### src/rtl/b2b_evt_read_sequencer_if.sv
// Handshake/bus bundle between the b2b FIFO-selection stage, the cluster FIFOs,
// the event read sequencer and the downstream valid/ready link.
interface b2b_evt_read_sequencer_if #(
   parameter int TOTAL_CLUSTERS = 4,
   parameter int DATA_W         = 64,
   parameter int IDX_W          = $clog2(TOTAL_CLUSTERS) + 1
);
   logic [IDX_W-1:0]                       fifo_idx;
   logic [TOTAL_CLUSTERS-1:0]              fifo_wr_eoe;
   logic [TOTAL_CLUSTERS-1:0]              fifo_empty;
   logic [TOTAL_CLUSTERS-1:0][DATA_W-1:0]  fifo_dout;
   logic [TOTAL_CLUSTERS-1:0]              fifo_eoe;
   logic [TOTAL_CLUSTERS-1:0]              fifo_rd_en;
   logic [TOTAL_CLUSTERS-1:0]              evt_available;
   logic [DATA_W-1:0]                      out_data;
   logic                                   out_last;
   logic                                   out_valid;
   logic                                   out_ready;
   logic                                   busy;
   logic [IDX_W-1:0]                       cur_idx;
   logic                                   err_long_evt;

   modport master (
      output fifo_idx, fifo_wr_eoe, fifo_empty, fifo_dout, fifo_eoe, out_ready,
      input  fifo_rd_en, evt_available, out_data, out_last, out_valid, busy,
             cur_idx, err_long_evt
   );

   modport slave (
      input  fifo_idx, fifo_wr_eoe, fifo_empty, fifo_dout, fifo_eoe, out_ready,
      output fifo_rd_en, evt_available, out_data, out_last, out_valid, busy,
             cur_idx, err_long_evt
   );
endinterface

### src/rtl/b2b_evt_read_sequencer.sv
// Pops one complete event from the selected FWFT cluster FIFO onto a valid/ready
// link, tracks complete events per FIFO, and waits a fixed gap before re-arbitrating.
module b2b_evt_read_sequencer #(
   parameter int TOTAL_CLUSTERS = 4,
   parameter int DATA_W         = 64,
   parameter int IDX_W          = $clog2(TOTAL_CLUSTERS) + 1,
   parameter int EVT_CNT_W      = 8,
   parameter int ARB_GAP        = 2,
   parameter int MAX_EVT_WORDS  = 1024
) (
   input logic                   clk,
   input logic                   rst,
   b2b_evt_read_sequencer_if.slave bus
);

   localparam int WC_W  = $clog2(MAX_EVT_WORDS + 1);
   localparam int GAP_W = 4;
   localparam logic [IDX_W-1:0]     IDX_NONE = IDX_W'(TOTAL_CLUSTERS);
   localparam logic [EVT_CNT_W-1:0] CNT_MAX  = {EVT_CNT_W{1'b1}};
   localparam logic [WC_W-1:0]      WC_SAT   = {WC_W{1'b1}};
   localparam logic [WC_W-1:0]      WC_LAST  = WC_W'(MAX_EVT_WORDS - 1);
   localparam logic [GAP_W-1:0]     GAP_LOAD = GAP_W'(ARB_GAP - 1);

   typedef enum logic [1:0] {
      IDLE   = 2'd0,
      STREAM = 2'd1,
      GAP    = 2'd2
   } state_t;

   state_t                    state_r;
   logic [IDX_W-1:0]          cur_idx_r;
   logic                      busy_r;
   logic [DATA_W-1:0]         out_data_r;
   logic                      out_last_r;
   logic                      out_valid_r;
   logic                      err_long_evt_r;
   logic [WC_W-1:0]           wc_r;
   logic [GAP_W-1:0]          gap_r;
   logic [EVT_CNT_W-1:0]      evt_cnt_r [TOTAL_CLUSTERS];

   logic [TOTAL_CLUSTERS-1:0] evt_available_s;
   logic [TOTAL_CLUSTERS-1:0] rd_en_s;
   logic                      sel_ok_s;
   logic                      cur_empty_s;
   logic [DATA_W-1:0]         cur_dout_s;
   logic                      cur_eoe_s;
   logic                      pop_s;

   // Head-word mux for the latched FIFO, selection qualification and pop strobe
   always_comb begin
      sel_ok_s    = 1'b0;
      cur_empty_s = 1'b1;
      cur_dout_s  = '0;
      cur_eoe_s   = 1'b0;
      rd_en_s     = '0;
      for (int i = 0; i < TOTAL_CLUSTERS; i++) begin
         evt_available_s[i] = (evt_cnt_r[i] != '0);
         sel_ok_s    = sel_ok_s | ((bus.fifo_idx == IDX_W'(i)) & evt_available_s[i]);
         cur_empty_s = cur_empty_s & ((cur_idx_r != IDX_W'(i)) | bus.fifo_empty[i]);
         cur_dout_s  = cur_dout_s | ({DATA_W{cur_idx_r == IDX_W'(i)}} & bus.fifo_dout[i]);
         cur_eoe_s   = cur_eoe_s | ((cur_idx_r == IDX_W'(i)) & bus.fifo_eoe[i]);
      end
      pop_s = (state_r == STREAM) && !cur_empty_s && (!out_valid_r || bus.out_ready);
      for (int i = 0; i < TOTAL_CLUSTERS; i++) begin
         rd_en_s[i] = pop_s && (cur_idx_r == IDX_W'(i));
      end
   end

   // Per-FIFO complete-event counters: written eoe increments, popped eoe decrements
   always_ff @(posedge clk or posedge rst) begin
      if (rst) begin
         for (int i = 0; i < TOTAL_CLUSTERS; i++) begin
            evt_cnt_r[i] <= '0;
         end
      end else begin
         for (int i = 0; i < TOTAL_CLUSTERS; i++) begin
            if (bus.fifo_wr_eoe[i] && !(rd_en_s[i] && bus.fifo_eoe[i])) begin
               if (evt_cnt_r[i] != CNT_MAX) begin
                  evt_cnt_r[i] <= evt_cnt_r[i] + EVT_CNT_W'(1);
               end else begin
                  evt_cnt_r[i] <= evt_cnt_r[i];
               end
            end else if (!bus.fifo_wr_eoe[i] && rd_en_s[i] && bus.fifo_eoe[i]) begin
               if (evt_cnt_r[i] != '0) begin
                  evt_cnt_r[i] <= evt_cnt_r[i] - EVT_CNT_W'(1);
               end else begin
                  evt_cnt_r[i] <= evt_cnt_r[i];
               end
            end else begin
               evt_cnt_r[i] <= evt_cnt_r[i];
            end
         end
      end
   end

   // Sequencer FSM with its registered output stage
   always_ff @(posedge clk or posedge rst) begin
      if (rst) begin
         state_r        <= IDLE;
         cur_idx_r      <= IDX_NONE;
         busy_r         <= 1'b0;
         out_data_r     <= '0;
         out_last_r     <= 1'b0;
         out_valid_r    <= 1'b0;
         err_long_evt_r <= 1'b0;
         wc_r           <= '0;
         gap_r          <= '0;
      end else begin
         // The output register drains in every state, so a stalled last word survives GAP
         if (pop_s) begin
            out_data_r  <= cur_dout_s;
            out_last_r  <= cur_eoe_s;
            out_valid_r <= 1'b1;
         end else if (bus.out_ready) begin
            out_last_r  <= 1'b0;
            out_valid_r <= 1'b0;
         end else begin
            out_valid_r <= out_valid_r;
         end

         case (state_r)
            IDLE: begin
               if (sel_ok_s) begin
                  state_r   <= STREAM;
                  cur_idx_r <= bus.fifo_idx;
                  busy_r    <= 1'b1;
                  wc_r      <= '0;
               end else begin
                  state_r <= IDLE;
               end
            end
            STREAM: begin
               if (pop_s) begin
                  if (wc_r != WC_SAT) begin
                     wc_r <= wc_r + WC_W'(1);
                  end else begin
                     wc_r <= wc_r;
                  end
                  if (cur_eoe_s) begin
                     state_r <= GAP;
                     gap_r   <= GAP_LOAD;
                  end else if (wc_r == WC_LAST) begin
                     err_long_evt_r <= 1'b1;
                  end else begin
                     state_r <= STREAM;
                  end
               end else begin
                  state_r <= STREAM;
               end
            end
            GAP: begin
               if (gap_r == '0) begin
                  state_r   <= IDLE;
                  cur_idx_r <= IDX_NONE;
                  busy_r    <= 1'b0;
               end else begin
                  gap_r <= gap_r - GAP_W'(1);
               end
            end
            default: begin
               state_r   <= IDLE;
               cur_idx_r <= IDX_NONE;
               busy_r    <= 1'b0;
            end
         endcase
      end
   end

   assign bus.fifo_rd_en    = rd_en_s;
   assign bus.evt_available = evt_available_s;
   assign bus.out_data      = out_data_r;
   assign bus.out_last      = out_last_r;
   assign bus.out_valid     = out_valid_r;
   assign bus.busy          = busy_r;
   assign bus.cur_idx       = cur_idx_r;
   assign bus.err_long_evt  = err_long_evt_r;

endmodule

### src/flat_wrapper.sv
// flat-port wrapper written by rule: the top's interface ports become plain ports
module b2b_evt_read_sequencer_flat 
#(
   parameter int TOTAL_CLUSTERS = 4,
   parameter int DATA_W         = 64,
   parameter int IDX_W          = $clog2(TOTAL_CLUSTERS) + 1,
   parameter int EVT_CNT_W      = 8,
   parameter int ARB_GAP        = 2,
   parameter int MAX_EVT_WORDS  = 1024
)
  (clk, rst, bus_fifo_idx, bus_fifo_wr_eoe, bus_fifo_empty, bus_fifo_dout, bus_fifo_eoe, bus_out_ready, bus_fifo_rd_en, bus_evt_available, bus_out_data, bus_out_last, bus_out_valid, bus_busy, bus_cur_idx, bus_err_long_evt);
  b2b_evt_read_sequencer_if #(.TOTAL_CLUSTERS(TOTAL_CLUSTERS), .DATA_W(DATA_W), .IDX_W(IDX_W)) bus_i ();
  input logic clk;
  input logic rst;
  input wire logic [$bits(bus_i.fifo_idx)-1:0] bus_fifo_idx;
  input wire logic [$bits(bus_i.fifo_wr_eoe)-1:0] bus_fifo_wr_eoe;
  input wire logic [$bits(bus_i.fifo_empty)-1:0] bus_fifo_empty;
  input wire logic [$bits(bus_i.fifo_dout)-1:0] bus_fifo_dout;
  input wire logic [$bits(bus_i.fifo_eoe)-1:0] bus_fifo_eoe;
  input wire logic [$bits(bus_i.out_ready)-1:0] bus_out_ready;
  output wire logic [$bits(bus_i.fifo_rd_en)-1:0] bus_fifo_rd_en;
  output wire logic [$bits(bus_i.evt_available)-1:0] bus_evt_available;
  output wire logic [$bits(bus_i.out_data)-1:0] bus_out_data;
  output wire logic [$bits(bus_i.out_last)-1:0] bus_out_last;
  output wire logic [$bits(bus_i.out_valid)-1:0] bus_out_valid;
  output wire logic [$bits(bus_i.busy)-1:0] bus_busy;
  output wire logic [$bits(bus_i.cur_idx)-1:0] bus_cur_idx;
  output wire logic [$bits(bus_i.err_long_evt)-1:0] bus_err_long_evt;
  assign bus_i.fifo_idx = bus_fifo_idx;
  assign bus_i.fifo_wr_eoe = bus_fifo_wr_eoe;
  assign bus_i.fifo_empty = bus_fifo_empty;
  assign bus_i.fifo_dout = bus_fifo_dout;
  assign bus_i.fifo_eoe = bus_fifo_eoe;
  assign bus_i.out_ready = bus_out_ready;
  assign bus_fifo_rd_en = bus_i.fifo_rd_en;
  assign bus_evt_available = bus_i.evt_available;
  assign bus_out_data = bus_i.out_data;
  assign bus_out_last = bus_i.out_last;
  assign bus_out_valid = bus_i.out_valid;
  assign bus_busy = bus_i.busy;
  assign bus_cur_idx = bus_i.cur_idx;
  assign bus_err_long_evt = bus_i.err_long_evt;
  b2b_evt_read_sequencer #(.TOTAL_CLUSTERS(TOTAL_CLUSTERS), .DATA_W(DATA_W), .IDX_W(IDX_W), .EVT_CNT_W(EVT_CNT_W), .ARB_GAP(ARB_GAP), .MAX_EVT_WORDS(MAX_EVT_WORDS)) u_core (.clk(clk), .rst(rst), .bus(bus_i));
endmodule
### config.mk
export PLATFORM = sky130hd
export DESIGN_NAME = b2b_evt_read_sequencer_flat
export DESIGN_NICKNAME = d
export VERILOG_FILES = /design/src/rtl/b2b_evt_read_sequencer_if.sv /design/src/rtl/b2b_evt_read_sequencer.sv /design/src/flat_wrapper.sv
export SDC_FILE = /design/constraint.sdc
export NUM_CORES = 1
export LEC_CHECK = 0
export ABC_AREA = 1
export CAP_MARGIN = 15
export CORE_MARGIN = 2
export CORE_UTILIZATION = 40
export DETAILED_ROUTE_END_ITERATION = 8
export PLACE_DENSITY_LB_ADDON = 0.25
export SLEW_MARGIN = 20
export SYNTH_ARGS = -nofsm -noshare
export SYNTH_HDL_FRONTEND = slang
export SYNTH_SLANG_ARGS = --single-unit
### constraint.sdc
create_clock -name clk -period 5.4 [get_ports clk]
set_input_delay 1.35 -clock clk [delete_from_list [all_inputs] [get_ports clk]]
set_output_delay 1.35 -clock clk [all_outputs]
set_load 0.02 [all_outputs]
==> results of run 1 <==
Yosys cell counts (2+ instances only):
cell type,number,area [um^2]
nand2_1,362,1359
dfrtp_1,119,2978
inv_1,74,277.8
o21ai_1,68,340.3
a221oi_1,64,560.5
nor2_1,42,157.7
nand3_1,36,180.2
o21ai_0,29,145.1
xor2_1,29,254.0
clkbuf_1,27,101.4
ha_1,27,337.8
a21oi_1,23,115.1
nand4_1,20,125.1
nor4_1,9,56.30
buf_2,8,40.04
inv_2,6,22.52
buf_4,5,37.54
xnor2_1,5,43.79
fa_1,4,80.08
nor3_1,4,20.02
a31oi_1,3,18.77
buf_1,3,11.26
buf_6,3,33.78
nand2_2,3,18.77
nor2_2,3,18.77
o21ai_2,3,26.28
o22ai_1,3,18.77
a31o_1,2,17.52
a41oi_1,2,17.52
nand2_4,2,22.52
nor2_4,2,22.52
o221ai_1,2,17.52
through the flow:
stage | setup slack, ns | std cells | cell area, um^2 | utilization | power [mW]
floorplan | 0.8658 | 1003 | 7615 | - | 3.784
global placement | 1.079 | 1551 | 11280 | 0.6030 | 5.009
detailed placement | 1.064 | 1551 | 11280 | 0.6030 | 5.082
CTS | 1.046 | 1580 | 11860 | 0.6339 | 6.227
global route | 0.9273 | 1581 | 11860 | 0.6340 | 6.653
finish | 1.040 | 1581 | 11860 | 0.6340 | 6.191
layer usage:
layer,vias to the layer above,share of wire,GRT usage
met5,-,0,0
met1,3751,0.40,0.3273
met2,276,0.50,0.4637
li1,4066,-,-
met4,0,0.032,0.09211
met3,63,0.064,0.07335
flip-flops by register name (all words and copies together), names as in the netlist:
signal	count
u_core.bus.out_data	64
u_core.evt_cnt_r	32
u_core.wc_r	11
u_core.gap_r	4
u_core.bus.cur_idx	3
u_core.state_r	2
u_core.bus.busy	1
u_core.bus.err_long_evt	1
u_core.bus.out_last	1
u_core.bus.out_valid	1
power breakdown:
group	leakage [nW]	internal [mW]	switching (mW)	total, mW
registers	1.54	1.33	0.287	1.62
clock network	0.279	0.717	0.398	1.11
logic	3.53	1.44	2.02	3.46
total	5.35	3.49	2.70	6.19
worst max-delay path, cell delays in order:
cell and delay, ns:
clkdlybuf4s50_1 0.39, nand3b_1 0.16, nand2_2 0.11, nor2_4 0.05
nor2_8 0.11, nand2_4 0.09, nor2_1 0.12, clkdlybuf4s50_1 0.62
final cells by class:
cell class / instances / area [um^2]
fillers: 1595 / 6845
multi-input cells: 756 / 4090
repair buffers: 360 / 3583
flip-flops and latches: 120 / 3004
clock buffers: 21 / 480.5
inverters: 81 / 309.0
well taps: 234 / 292.8
clock inverters: 8 / 97.59
diodes: 1 / 2.502
cells by family (layout without fill, tap and decap cells):
group                      after synthesis  in the layout  synth area share
xor gates and xnor gates                34             34           0.03911
and+or+nand+nor                        487            487            0.2673
DFF                                    120            120            0.3945
buffers and inverters                  127            470           0.06967
AOI/OAI and AO/OA                      204            204            0.1745
other                                    0              1                 0
adders and majority gates               31             31           0.05488
how the worst max path moves through the flow:
stage	startpoint	end	slack [ns]	cells after the start
floorplan	rst	u_core.bus.busy	0.87	1
global placement	bus_fifo_empty[0]	bus_fifo_rd_en[0]	1.08	8
detailed placement	bus_fifo_empty[0]	bus_fifo_rd_en[0]	1.06	8
CTS	bus_fifo_empty[0]	bus_fifo_rd_en[0]	1.05	8
global route	bus_fifo_empty[1]	bus_fifo_rd_en[0]	0.93	9
finish	bus_fifo_empty[0]	bus_fifo_rd_en[0]	1.04	8
==> flow_summary_export.csv, run 1 <==
group,metric,value,unit
clock_network,root_buffer,"clkbuf_16",
synthesis,synth-main-ff-cell,"dfrtp_1",
setup_path,rr_startpoint,"u_core.bus.cur_idx[1]",
worst_hold_path,hp-class,"register to register",
finish,final_nets,1641,
route,drc_errors,0,
timing,finalClockSkew,0.01296,ns
finish,synthToLayoutAreaGrowth,55.75,%
synthesis,ys_ff_latch,120,
timing,setup_viol,0,
floorplanning,die_y,142.0,um
synthesis,synthArstFlopShare,1.000,
clock_network,cts_buffers,17,
floorplanning,die_x,142.0,um
timing,slew_viol_final,0,
job,drv_cap,0,
finish,final_cell_mix,"362 x nand2_1, 352 x clkdlybuf4s50_1, 119 x dfrtp_1",
route,finalWirelength,27.27,mm
timing,fin_setup_tns,0,ns
clock_network,cts_tree,"built",
worst_hold_path,min_to,"u_core.evt_cnt_r[31]",
setup_path,critPathLaunchType,"input pin",
timing,maxSlewHeadroom,0.4442,
synthesis,synth_nets,1308,
worst_hold_path,holdCritStartpoint,"u_core.evt_cnt_r[31]",
timing,worst_slew_pin_slew,0.8336,ns
floorplanning,io_pins,353,
floorplanning,initial_core_util,0.4071,
floorplanning,die-area,20160,um^2
place,place_congestion,0.8856,
timing,grt_setup_unrepaired,"no",
clock_network,cts_hold_buf,0,
route,first_pass_iters,5,
timing,hold_viol_final,0,
route,viasPerCell,5.159,
setup_path,crit_arrival,3.01,ns
synthesis,synth_cell_types,43,
grt,grt_overflow,0,
place,dp_hpwl,21.14,mm
setup_path,crit_type,"input pin to output pin",
clock_network,cts_buffer_depth,2,
grt,grtUsageTotal,0.2697,
route,ant_nets,0,
setup_path,cp-end-kind,"output pin",
synthesis,avgSynthCellArea,7.592,um^2
synthesis,synth_edf_count,0,
finish,drive_gt1_frac,0.04755,
grt,grt_pass1_wl,41.97,mm
clock_network,ctsResizeCount,0,
setup_path,reg2regPathDepth,15,
run_status,outcome,"finished, final reports clean",
synthesis,ys_warn_count,0,
floorplanning,placeableCoreArea,18710,um^2
power,power_leakage,5.351,nW
grt,first_global_vias,7909,
synthesis,synth.cell_area,7615,um^2
place,io_buffers,352,
route,drtIter0Drc,489,
setup_path,r2r_slack,2.06,ns
timing,period_needed,4.360,ns
clock_network,numClockSinks,120,
route,wl_per_cell,17.25,um
timing,max_freq,229.4,MHz
synthesis,postSynthCellCount,1003,
timing,period_share,0.8074,
clock_network,path_clk_slew,0.05,ns
setup_path,cp_max_fo,5,
synthesis,yosysSeqAreaShare,0.3945,
clock_network,cts_max_level,4,
finish,final_common_cell,"nand2_1",
worst_hold_path,hold_depth,2,
grt,antenna_found_initial,1,
power,powerDensity,522.0,nW/um^2
route,vias,8156,
clock_network,cts_setup_buffers,0,
power,peakVddDrop,0.0002483,V
setup_path,r2r_end,"u_core.evt_cnt_r[7]",
grt,grt_max_degree,69,
timing,hold_ws,0.4715,ns
floorplanning,num_rows,50,
setup_path,cp.required,4.05,ns
clock_network,clk_latency,0.42,ns
(Power assumes the default switching activity.)
==> run 2, diff against run 1 <==
==> constraint.sdc (replaced) <==
create_clock -name clk -period 4.42 [get_ports clk]
set_input_delay 1.105 -clock clk [delete_from_list [all_inputs] [get_ports clk]]
set_output_delay 1.105 -clock clk [all_outputs]
set_load 0.02 [all_outputs]
==> run 2 against run 1 <==
Total power is 21% higher. Clock power is 17% higher. Global-route usage is 0.56 points higher. Final cell count is 0.13% lower. Non-clock buffer count stayed put. Setup slack worse by 0.59 ns. Sequential share of layout area is 0.067 points higher. Register-to-register slack worse by 0.82 ns. Sequential cell count stayed put. Critical path type unchanged. Largest cell class unchanged.
==> flow_summary_export.csv, run 2 (synthesis gave the netlist of run 1 again) <==
group,metric,value,unit
floorplanning,die_x,142.0,um
floorplanning,num_rows,50,
timing,worst_slew_pin_slew,0.7767,ns
place,place_congestion,0.9467,
route,wl_met1,10.82,mm
setup_path,crit_path_cell_trace,"clkdlybuf4s50_1 > nand3b_1 > nand2_2 > nor2_4 > nor2_8 > nand2_4 > nor2_1 > clkdlybuf4s50_1",
grt,grt_pass1_wl,42.55,mm
setup_path,crit_arrival,2.86,ns
grt,grt_max_degree,78,
clock_network,clk_latency,0.42,ns
route,top_layer_used,"met5",
floorplanning,die_y,142.0,um
timing,slew_viol_final,0,
worst_hold_path,hold_depth,2,
route,wl_per_cell,17.52,um
setup_path,r2r_end,"u_core.evt_cnt_r[7]",
clock_network,cts_buffer_depth,2,
place,dp_hpwl,21.20,mm
clock_network,cts_max_level,4,
route,drtIter0Drc,444,
setup_path,cp_slowest_stage_delay,0.64,ns
run_status,outcome,"finished, final reports clean",
route,ant_nets,0,
place,post-place-cells,1551,
route,dr_wl_met2,13.55,mm
clock_network,cts_tree,"built",
route,met3WireLength,2.059,mm
timing,fin_ws,0.4520,ns
timing,hold_viol_final,0,
finish,largest_reg_flops,64,
finish,final_common_cell,"nand2_1",
clock_network,root_buffer,"clkbuf_16",
setup_path,cp.required,3.31,ns
setup_path,cp.buffers_inverters,2,
timing,period_share,0.8977,
finish,finish.instance_area,11830,um^2
timing,grt_setup_unrepaired,"no",
worst_hold_path,hp-class,"register to register",
grt,grt_overflow,0,
route,finalWirelength,27.66,mm
grt,grtUsageTotal,0.2753,
clock_network,cts_hold_buf,0,
timing,fin_setup_tns,0,ns
power,peakVddDrop,0.0003121,V
setup_path,cpMostUsedCell,"clkdlybuf4s50_1",
setup_path,critPathSlowestCell,"clkdlybuf4s50_1",
grt,antenna_found_initial,1,
clock_network,path_clk_slew,0.05,ns
worst_hold_path,holdCritStartpoint,"u_core.evt_cnt_r[23]",
setup_path,reg2regPathDepth,16,
finish,final_cell_mix,"362 x nand2_1, 352 x clkdlybuf4s50_1, 119 x dfrtp_1",
clock_network,cts_buffers,17,
floorplanning,io_pins,353,
clock_network,cts_setup_buffers,0,
route,vias,8198,
timing,period_needed,3.968,ns
timing,max_freq,252.0,MHz
route,first_pass_iters,4,
clock_network,ctsResizeCount,0,
floorplanning,die-area,20160,um^2
setup_path,crit_family,"buffers and inverters",
setup_path,cp_max_fo,14,
route,viasPerCell,5.192,
timing,setup_viol,0,
route,drc_errors,0,
timing,maxSlewHeadroom,0.4782,
setup_path,r2r_slack,1.24,ns
floorplanning,placeableCoreArea,18710,um^2
timing,finalClockSkew,0.009839,ns
finish,synthToLayoutAreaGrowth,55.34,%
setup_path,crit_type,"input pin to output pin",
worst_hold_path,min_to,"u_core.evt_cnt_r[23]",
power,power.total,7.519,mW
finish,antennaDiodeCount,0,
finish,final_cells,1579,
power,powerDensity,635.7,nW/um^2
place,pre_cts_slack,0.4683,ns
finish,fill_cells,1600,
job,drv_cap,0,
finish,drive_gt1_frac,0.04461,
place,placed_cell_area,11290,um^2
setup_path,rr_startpoint,"u_core.bus.cur_idx[1]",
place,io_buffers,352,
floorplanning,initial_core_util,0.4071,
setup_path,critPathLaunchType,"input pin",
finish,final_nets,1641,
setup_path,cp-end-kind,"output pin",
power,power_leakage,5.345,nW
grt,first_global_vias,7976,
clock_network,numClockSinks,120,
run 2: changes by cell type in the layout (fill, tap and decap cells not counted):
| cell | delta |
|---|---|
| buf_12 | +1 |
| buf_4 | -1 |
| bufinv_16 | -1 |
| clkbuf_1 | +3 |
| clkinvlp_4 | -3 |
| diode_2 | -1 |
run 2: area by class of cell:
cell class / count / area (um^2) / share of cell area
multi-input cells: 756 / 4090 / 0.3458
repair buffers: 360 / 3596 / 0.3040
clock inverters: 4 / 45.04 / 0.003808
well taps: 234 / 292.8 / 0.02475
inverters: 81 / 309.0 / 0.02613
clock buffers: 24 / 491.7 / 0.04157
flip-flops and latches: 120 / 3004 / 0.2540
run 2: stage by stage:
stage / util / hold WS, ns
after floorplan: - / 0.4412
after global placement: 0.6037 / 0.4540
after detailed placement: 0.6037 / 0.4669
after CTS: 0.6324 / 0.4708
after global routing: 0.6324 / 0.4912
final: 0.6324 / 0.4723
run 2: report_power, final:
group | internal, mW | switching, mW
combinational | 1.76 | 2.49
sequential | 1.63 | 0.342
clock | 0.815 | 0.484
run 2: worst reg2reg max path: cells and delay by family (launching register included):
family                     cells  cell delay, ns
and+or+nand+nor               10            1.38
AOI/OAI and AO/OA              2            0.40
buffers and inverters          3            0.52
adders and majority gates      1            0.36
DFF                            1            0.41
run 2: metal layers:
| layer | global-route usage | vias up |
|---|---|---|
| li1 | - | 4065 |
| met1 | 0.3281 | 3729 |
| met2 | 0.4532 | 330 |
| met3 | 0.08715 | 72 |
| met4 | 0.1311 | 2 |
| met5 | 0 | - |
run 2: worst max path at each step:
stage | start | cells past startpoint | endpoint | slack, ns
floorplan | rst | 1 | u_core.bus.busy | 0.13
global placement | bus_fifo_empty[0] | 8 | bus_fifo_rd_en[0] | 0.52
detailed placement | bus_fifo_empty[0] | 8 | bus_fifo_rd_en[2] | 0.47
CTS | bus_fifo_empty[0] | 8 | bus_fifo_rd_en[2] | 0.46
global route | bus_fifo_empty[2] | 9 | bus_fifo_rd_en[2] | 0.34
finish | bus_fifo_empty[0] | 8 | bus_fifo_rd_en[2] | 0.45
==> run 3, diff against run 2 <==
--- a/config.mk
+++ b/config.mk
@@ -11,7 +11,6 @@
 export CORE_UTILIZATION = 40
 export DETAILED_ROUTE_END_ITERATION = 8
 export PLACE_DENSITY_LB_ADDON = 0.25
-export SLEW_MARGIN = 20
 export SYNTH_ARGS = -nofsm -noshare
 export SYNTH_HDL_FRONTEND = slang
 export SYNTH_SLANG_ARGS = --single-unit
==> results of run 3 <==
The final DEF is identical to that of run 2; final timing and power are the same.
